--- config.mk ---
export PLATFORM = sky130hd
export DESIGN_NAME = alarm_sequencer
export DESIGN_NICKNAME = d
export VERILOG_FILES = /design/src/rtl/alarm_sequencer.sv
export SDC_FILE = /design/constraint.sdc
export NUM_CORES = 1
export LEC_CHECK = 0
export ABC_AREA = 1
export CELL_PAD_IN_SITES_DETAIL_PLACEMENT = 1
export CELL_PAD_IN_SITES_GLOBAL_PLACEMENT = 1
export CORE_MARGIN = 1
export CORE_UTILIZATION = 34
export DETAILED_ROUTE_END_ITERATION = 10
export PLACE_DENSITY_LB_ADDON = 0.1
export RECOVER_POWER = 25
export SETUP_SLACK_MARGIN = 0.1
export SLEW_MARGIN = 5
export SYNTH_ARGS = -nofsm -noshare
export SYNTH_HDL_FRONTEND = slang
export SYNTH_SLANG_ARGS = --single-unit
export TNS_END_PERCENT = 100
--- constraint.sdc ---
create_clock -name clk -period 3.7 [get_ports clk]
set_input_delay 0.74 -clock clk [delete_from_list [all_inputs] [get_ports clk]]
set_output_delay 0.74 -clock clk [all_outputs]
set_load 0.02 [all_outputs]
--- src/rtl/alarm_sequencer.sv ---
// Alarm/chime sequencer: matches running time against the alarm and the top of the hour,
// and times ring, snooze and chime episodes in 1 Hz ticks for the downstream beep controller.
module alarm_sequencer #(
    parameter int RING_SECONDS   = 60,
    parameter int SNOOZE_SECONDS = 300,
    parameter int CHIME_SECONDS  = 2
) (
    input  logic       clk,
    input  logic       rst,
    input  logic       tick_1hz,
    input  logic [4:0] cur_hour,
    input  logic [5:0] cur_min,
    input  logic [5:0] cur_sec,
    input  logic [4:0] alarm_hour,
    input  logic [5:0] alarm_min,
    input  logic       alarm_armed,
    input  logic       chime_en,
    input  logic       key_stop,
    input  logic       key_snooze,
    output logic       beep,
    output logic       beep_enabled,
    output logic [1:0] state
);

    localparam int MAX_AB  = (RING_SECONDS > SNOOZE_SECONDS) ? RING_SECONDS : SNOOZE_SECONDS;
    localparam int MAX_SEC = (MAX_AB > CHIME_SECONDS) ? MAX_AB : CHIME_SECONDS;
    localparam int CW      = $clog2(MAX_SEC + 1);

    localparam logic [CW-1:0] RING_LD   = CW'(RING_SECONDS);
    localparam logic [CW-1:0] SNOOZE_LD = CW'(SNOOZE_SECONDS);
    localparam logic [CW-1:0] CHIME_LD  = CW'(CHIME_SECONDS);
    localparam logic [CW-1:0] CNT_ONE   = CW'(1);

    typedef enum logic [1:0] {
        ST_IDLE    = 2'd0,
        ST_RINGING = 2'd1,
        ST_SNOOZE  = 2'd2,
        ST_CHIME   = 2'd3
    } state_e;

    state_e        state_q, state_d;
    logic [CW-1:0] cnt_q, cnt_d;
    logic          beep_q, beep_d;
    logic          beep_enabled_q, beep_enabled_d;
    logic          alarm_hit, chime_hit, sounding_d, expire;

    assign alarm_hit = tick_1hz && alarm_armed && (cur_hour == alarm_hour)
                       && (cur_min == alarm_min) && (cur_sec == 6'd0);
    assign chime_hit = tick_1hz && chime_en && (cur_min == 6'd0) && (cur_sec == 6'd0);
    assign expire    = tick_1hz && (cnt_q == CNT_ONE);

    always_comb begin
        // NOTE: every always_comb target gets a default first so no path can infer a latch.
        state_d = state_q;
        cnt_d   = cnt_q;
        case (state_q)
            ST_IDLE: begin
                if (alarm_hit) begin
                    state_d = ST_RINGING;
                    cnt_d   = RING_LD;
                end else if (chime_hit) begin
                    state_d = ST_CHIME;
                    cnt_d   = CHIME_LD;
                end
            end
            ST_RINGING: begin
                // Keys outrank a coincident tick, so stop on the last second is still a stop.
                if (!alarm_armed || key_stop) begin
                    state_d = ST_IDLE;
                    cnt_d   = '0;
                end else if (key_snooze) begin
                    state_d = ST_SNOOZE;
                    cnt_d   = SNOOZE_LD;
                end else if (expire) begin
                    state_d = ST_IDLE;
                    cnt_d   = '0;
                end else if (tick_1hz) begin
                    cnt_d = cnt_q - CNT_ONE;
                end
            end
            ST_SNOOZE: begin
                if (!alarm_armed || key_stop) begin
                    state_d = ST_IDLE;
                    cnt_d   = '0;
                end else if (expire) begin
                    state_d = ST_RINGING;
                    cnt_d   = RING_LD;
                end else if (tick_1hz) begin
                    cnt_d = cnt_q - CNT_ONE;
                end
            end
            ST_CHIME: begin
                if (expire) begin
                    state_d = ST_IDLE;
                    cnt_d   = '0;
                end else if (tick_1hz) begin
                    cnt_d = cnt_q - CNT_ONE;
                end
            end
            default: begin
                state_d = ST_IDLE;
                cnt_d   = '0;
            end
        endcase
    end

    // Outputs are registered from the next state, so beep and the first beep_enabled cycle
    // line up with the first cycle of the new state.
    always_comb begin
        sounding_d     = (state_d == ST_RINGING) || (state_d == ST_CHIME);
        beep_enabled_d = sounding_d;
        beep_d         = sounding_d && (state_d != state_q);
    end

    always_ff @(posedge clk) begin
        // NOTE: sequential state uses non-blocking assignments so all flops update together.
        if (rst) begin
            state_q        <= ST_IDLE;
            cnt_q          <= '0;
            beep_q         <= 1'b0;
            beep_enabled_q <= 1'b0;
        end else begin
            state_q        <= state_d;
            cnt_q          <= cnt_d;
            beep_q         <= beep_d;
            beep_enabled_q <= beep_enabled_d;
        end
    end

    assign beep         = beep_q;
    assign beep_enabled = beep_enabled_q;
    assign state        = state_q;

endmodule

# Word-level counts from Yosys, hierarchy flattened
# Cells that the tools add are included.
# Widths: inputs -> output; s select.
[op_classes]
addsub = 1
reduce_logical = 15
muxes = 17
n_eq_ne = 10
[op_table]
columns = ["operator", "count"]
rows = [
  ["$mux 9", 8],
  ["$pmux 9 s4", 1],
  ["$mux 2", 7],
  ["$logic_not 6->1", 2],
  ["$eq 9x1->1 const B", 1],
  ["$logic_and 1x1->1", 9],
  ["$sub 9x1->9 const B", 1],
  ["$pmux 2 s4", 1],
  ["$eq 2x2->1 const B", 3],
  ["$eq 6x6->1", 1],
  ["$eq 5x5->1", 1],
  ["$eq 2x1->1 const B", 2],
  ["$ne 3x3->1 const B", 1],
  ["$logic_not 2->1", 1],
  ["$logic_or 1x1->1", 2],
  ["$ne 2x2->1", 1],
  ["$logic_not 1->1", 1],
]
[word_totals]
word_cells = 47
regBits = 13
out_inout_bits = 4
input_bits = 35

# Depth between registers and ports, before layout
[logic_depth]
word_depth = 9
depth_mapped = 12
depth_no_buf = 12

# Worst setup path before layout
# Ideal clock, no wire load.
[synth_timing]
path_kind = "input port to flip-flop"
from = "input port cur_sec[1]"
to = "register cnt_q[1]"
path_stages = 9
path_buffers = 0
setup_ns = 0.113
arrival_time_ns = 1.565
slack_ns = 2.022
required_ns = 3.587
path_cell_list = "or2_1 nor2_4 nand2_2 nor2_4 nand2_4 nand2_1 nand2_1 nand2_1 nor2_1"
[synth_via]
elab_chain_cells = 4
word_cells_on_any_way = 6
classes_between = "1 x eq/ne; 2 x mux; 3 x reduce/logical"
[synth_lines]
columns = ["item", "line", "rtl"]
rows = [
  ["start, declared", "13", "input logic [5:0] cur_sec,"],
  ["$logic_not 6->1 *", "48, 49", ""],
  ["$logic_and 1x1->1", "48", "&& (cur_min == alarm_min) && (cur_sec == 6'd0);"],
  ["$mux 9", "58", "if (alarm_hit) begin"],
  ["$pmux 9 s4", "56", "case (state_q)"],
  ["end signal, assigned", "124", "cnt_q <= cnt_d;"],
  ["end, declared", "42", "logic [CW-1:0] cnt_q, cnt_d;"],
]
# Every way passes the cells marked *; elsewhere a longest branch is shown, timed or not.
# A chain may end at the register's enable or synchronous reset.

# Worst setup path in the final report
[layout_timing]
from = "input port tick_1hz"
to = "register cnt_q[3]"
[layout_via]
elab_chain_cells = 6
word_cells_on_any_way = 17
classes_between = "1 x eq/ne; 8 x mux; 8 x reduce/logical"
[layout_lines]
columns = ["item", "line", "rtl"]
rows = [
  ["start, declared", "10", "input logic tick_1hz,"],
  ["branches (longest 6 deep; another with $mux 9)", "n/a", ""],
]
# Parallel ways; which one is timed is not known.

==> flow_results.org <==
** Placed design
- DP Worst Slack :: 1280 ps
- In this run the cell area measured after placement is ~0.0018 mm^2.
- The congestion estimate from routability-driven global placement came to 0.845.
- Detailed placement finished with a half-perimeter wire length of 3.59 mm.
- During placement, the flow inserted port buffers numbering 38.

** CTS
- TritonCTS built the clock tree.
- Counting the buffers created by CTS gives 3.
- After clock tree synthesis, the setup repair step added 0 buffers.
- Cell at the root of the clock tree :: clkbuf_8
- Number of H-tree branching levels :: 1
- Clock-pin slew was measured on the worst setup and hold paths at 60 ps.
- The clock net in this run drives a total of 12 sinks.
- Post_cts resized :: 0
- Clock Latency Late Sink :: 240 ps
- CTS Buffer Depth :: 2
- Post-CTS Hold Fix Bufs :: 0

** Synthesis
- Synthesis handed over a netlist of 253 instances.
- During synthesis, Yosys emitted a total of 0 warnings.
- Per-instance average area after synthesis :: roughly 5.5 um^2
- After synthesis, the netlist uses 28 different library cells.
- The number of nets in the synthesized netlist is 290.
- Post-synthesis sequential element count :: 12
- Synthesized cell area :: 0.00139 mm^2
- Sequential element share of the synthesized area :: 0.173

** Status
- Run status :: finished, final reports clean

** Critical path
- Required time of the critical path :: about 3900 ps
- Measured in cells, the most critical reg-to-reg path has a length of 11.
- CP Cell Sequence :: dlygate4sd3_1 -> nand2_1 -> inv_1 -> nand2_1 -> nor2_1 -> nand2_1 -> nor2_4 -> nand2_1 -> nand4_1 -> nand2_1 -> nor2_1
- First element of the critical path :: tick_1hz
- The worst setup path is captured at a flip-flop.
- Reg-to-Reg End :: cnt_q[4]
- Worst-case register-to-register setup slack :: 2080 ps
- Slowest-stage cell, CP :: dlygate4sd3_1
- Crit Reg-Reg Startpoint :: cnt_q[0]
- CP startpoint kind :: input pin
- Class of the most critical setup path :: input pin to flip-flop
- In this design, the stage delay of the slowest critical-path cell is roughly 670 ps.
- By instance count, the cell type seen most on the critical path is nand2_1.
- Of all nets on the critical path, the largest fanout is 10.
- Data on the critical path arrives at its endpoint at 2560 ps.
- In this run the worst setup path terminates at cnt_q[3].

** GRT
- Summed over all layers, the global routing overflow is 0.
- First-pass GRT wire length :: 7.47 mm
- Number of antenna violations at the first check in global routing :: 0
- Number of global-route vias before repair :: 1718
- Pin count of the biggest net entering global routing :: 17
- In the global route stage, overall resource usage came out at 0.224.

** Pwr
- The share of total power dissipated in combinational logic is 0.444.
- For this design the static power due to leakage is 0.980 nW.
- The share of total power dissipated in sequential elements is 0.308.
- Dividing total power by cell area gives a power density of 275 mW/mm^2.
- Worst vdd rail ir drop :: between 150 and 200 uV
- Of the total power, the clock network draws 0.248.
- Overall power of the completed layout :: 0.508 mW
- Power dissipated by switching net loads :: 0.196 mW
- Internal power summed over all cells :: 0.312 mW
- Of the total power, the share spent switching nets is 0.385.

** Timing
- Transition at the pin with the smallest max-transition slack :: 434 ps
- The max-slew violation total from the final report is 0.
- Post-route minimum period :: ~2400 ps
- Across all setup checks in the final design, the least slack found is 1320 ps.
- # setup viols final :: 0
- Headroom to the max-slew limit came out at 0.710.
- Fin. Hold Viols :: 0
- Maximum achievable frequency :: approximately 0.42 GHz
- Between clock sinks in the finished design, the worst skew comes to 3.25 ps.
- Part of the cycle the worst path needs :: 0.643
- RSZ-0062 raised after global routing :: false
- In the final timing run, aggregate negative setup slack is 0 ps.

** Floorplanning
- Placeable Area :: 0.00380 mm^2
- Starting Density :: 0.365
- The initialized floorplan defines 22 standard-cell rows.
- Die Area :: approximately 0.0043 mm^2
- Overall die width :: about 66 um
- 39 I/O pins were placed.
- Vertical die dimension :: around 66 um

** Cells and area
- Count of antenna diodes in the layout :: 0
- Most frequent cells in the layout :: 90 x nand2_1, 44 x inv_1, 36 x nor2_1
- Layout fillers :: 562
- From synthesis to final layout, the design area changed by 33.3%.
- Fin area :: 0.00185 mm^2
- Nets :: 331
- Leading cell type in the layout, fill and taps excluded :: nand2_1
- Fraction of final layout cells with drive strength greater than 1 :: 0.0890

** Routing
- Avg WL per Cell :: 12.8 um
- Total iterations of the first detailed-routing run :: 4
- Avg Vias per Cell :: 4.79
- Total vias in the final route :: between 1500 and 2000
- Sum of routed wire length over all layers :: about 4.3 mm
- DRC errors left :: 0
- The count of nets left with antenna violations once routing finished came out at 0.
- After the first detailed-routing iteration, the DRC count stood at 84.

** Worst hold path
- Worst min path class :: flip-flop to flip-flop

** Flow run
- Across the run, the number of max-cap violations was 0.
worst min-delay path by stage:
stage / from / slack, ps / to / cells after the start
final: cnt_q[7] / 540 / cnt_q[7] / 2
after global routing: cnt_q[7] / 580 / cnt_q[7] / 2
after CTS: cnt_q[7] / 530 / cnt_q[7] / 2
after detailed placement: cnt_q[7] / 520 / cnt_q[7] / 2
after global placement: cnt_q[7] / 510 / cnt_q[7] / 2
after floorplan: cnt_q[7] / 490 / cnt_q[7] / 2
kinds of logic after synthesis:
| family | after synthesis | synth area share |
|---|---|---|
| simple gates | 171 | 0.583 |
| buf+inv | 49 | 0.136 |
| xor+xnor | 6 | 0.0379 |
| fa+ha+maj | 2 | 0.0180 |
| flops | 12 | 0.173 |
| compound gates | 13 | 0.0514 |
critical path, delay by kind of cell:
kind,cells,cell delay [ps]
simple gates,9,1040
buf+inv,2,780
final cells by class:
| type | instances | area (um^2) | share of cell area |
|---|---|---|---|
| Clock buffer | 3 | 41.3 | 0.0223 |
| Inverter | 47 | 176 | 0.0954 |
| Multi-Input combinational cell | 192 | 951 | 0.514 |
| Sequential cell | 12 | 240 | 0.130 |
| Tap cell | 48 | 60.1 | 0.0325 |
| Timing Repair Buffer | 38 | 380 | 0.206 |
through the flow:
stage	instances	hold slack (ps)	util
after CTS	340	530	0.489
after global routing	340	578	0.487
after floorplan	253	490	-
after global placement	337	512	0.478
final	340	536	0.487
after detailed placement	337	523	0.478
metal layers:
layer	wire length [um]	GRT usage	up-vias
li1	-	-	854
met1	2110	0.290	735
met2	2040	0.389	39
met3	185	0.0431	2
met4	11	0.0272	0
met5	0	0	-
sequential cells by signal (all words and copies together), names as in the netlist:
signal	count
beep_enabled	1
cnt_q	9
beep	1
state	1
cell usage after synthesis:
cell type,instances,area (um^2)
and2_1,1,6.26
nand3_1,9,45.0
inv_2,3,11.3
or2_1,1,6.26
o21ai_0,2,10.0
a21oi_2,1,8.76
xnor2_1,2,17.5
nor3_2,1,10.0
nand3b_1,1,7.51
buf_4,1,7.51
buf_2,1,5.00
nand4_2,1,12.5
nand2_4,1,11.3
nor2_4,7,78.8
nor2_1,36,135
ha_1,2,25.0
nor3_1,2,10.0
a21oi_1,7,35.0
nor2_2,2,12.5
nand3_2,4,40.0
nand4_1,12,75.1
nand2_2,4,25.0
a21boi_1,1,7.51
dfxtp_1,12,240
nand2_1,89,334
inv_1,44,165
o21ai_1,2,10.0
xor2_1,4,35.0
power groups by stage:
stage          Sequential [mW]  Combinational [mW]  Clock [mW]
5_1_grt                  0.158               0.257       0.131
3_3_place_gp             0.159               0.223           0
3_5_place_dp             0.160               0.227           0
2_1_floorplan            0.158               0.147           0
6_report                 0.157               0.226       0.126
4_1_cts                  0.157               0.229       0.127
(Power assumes the default switching activity.)
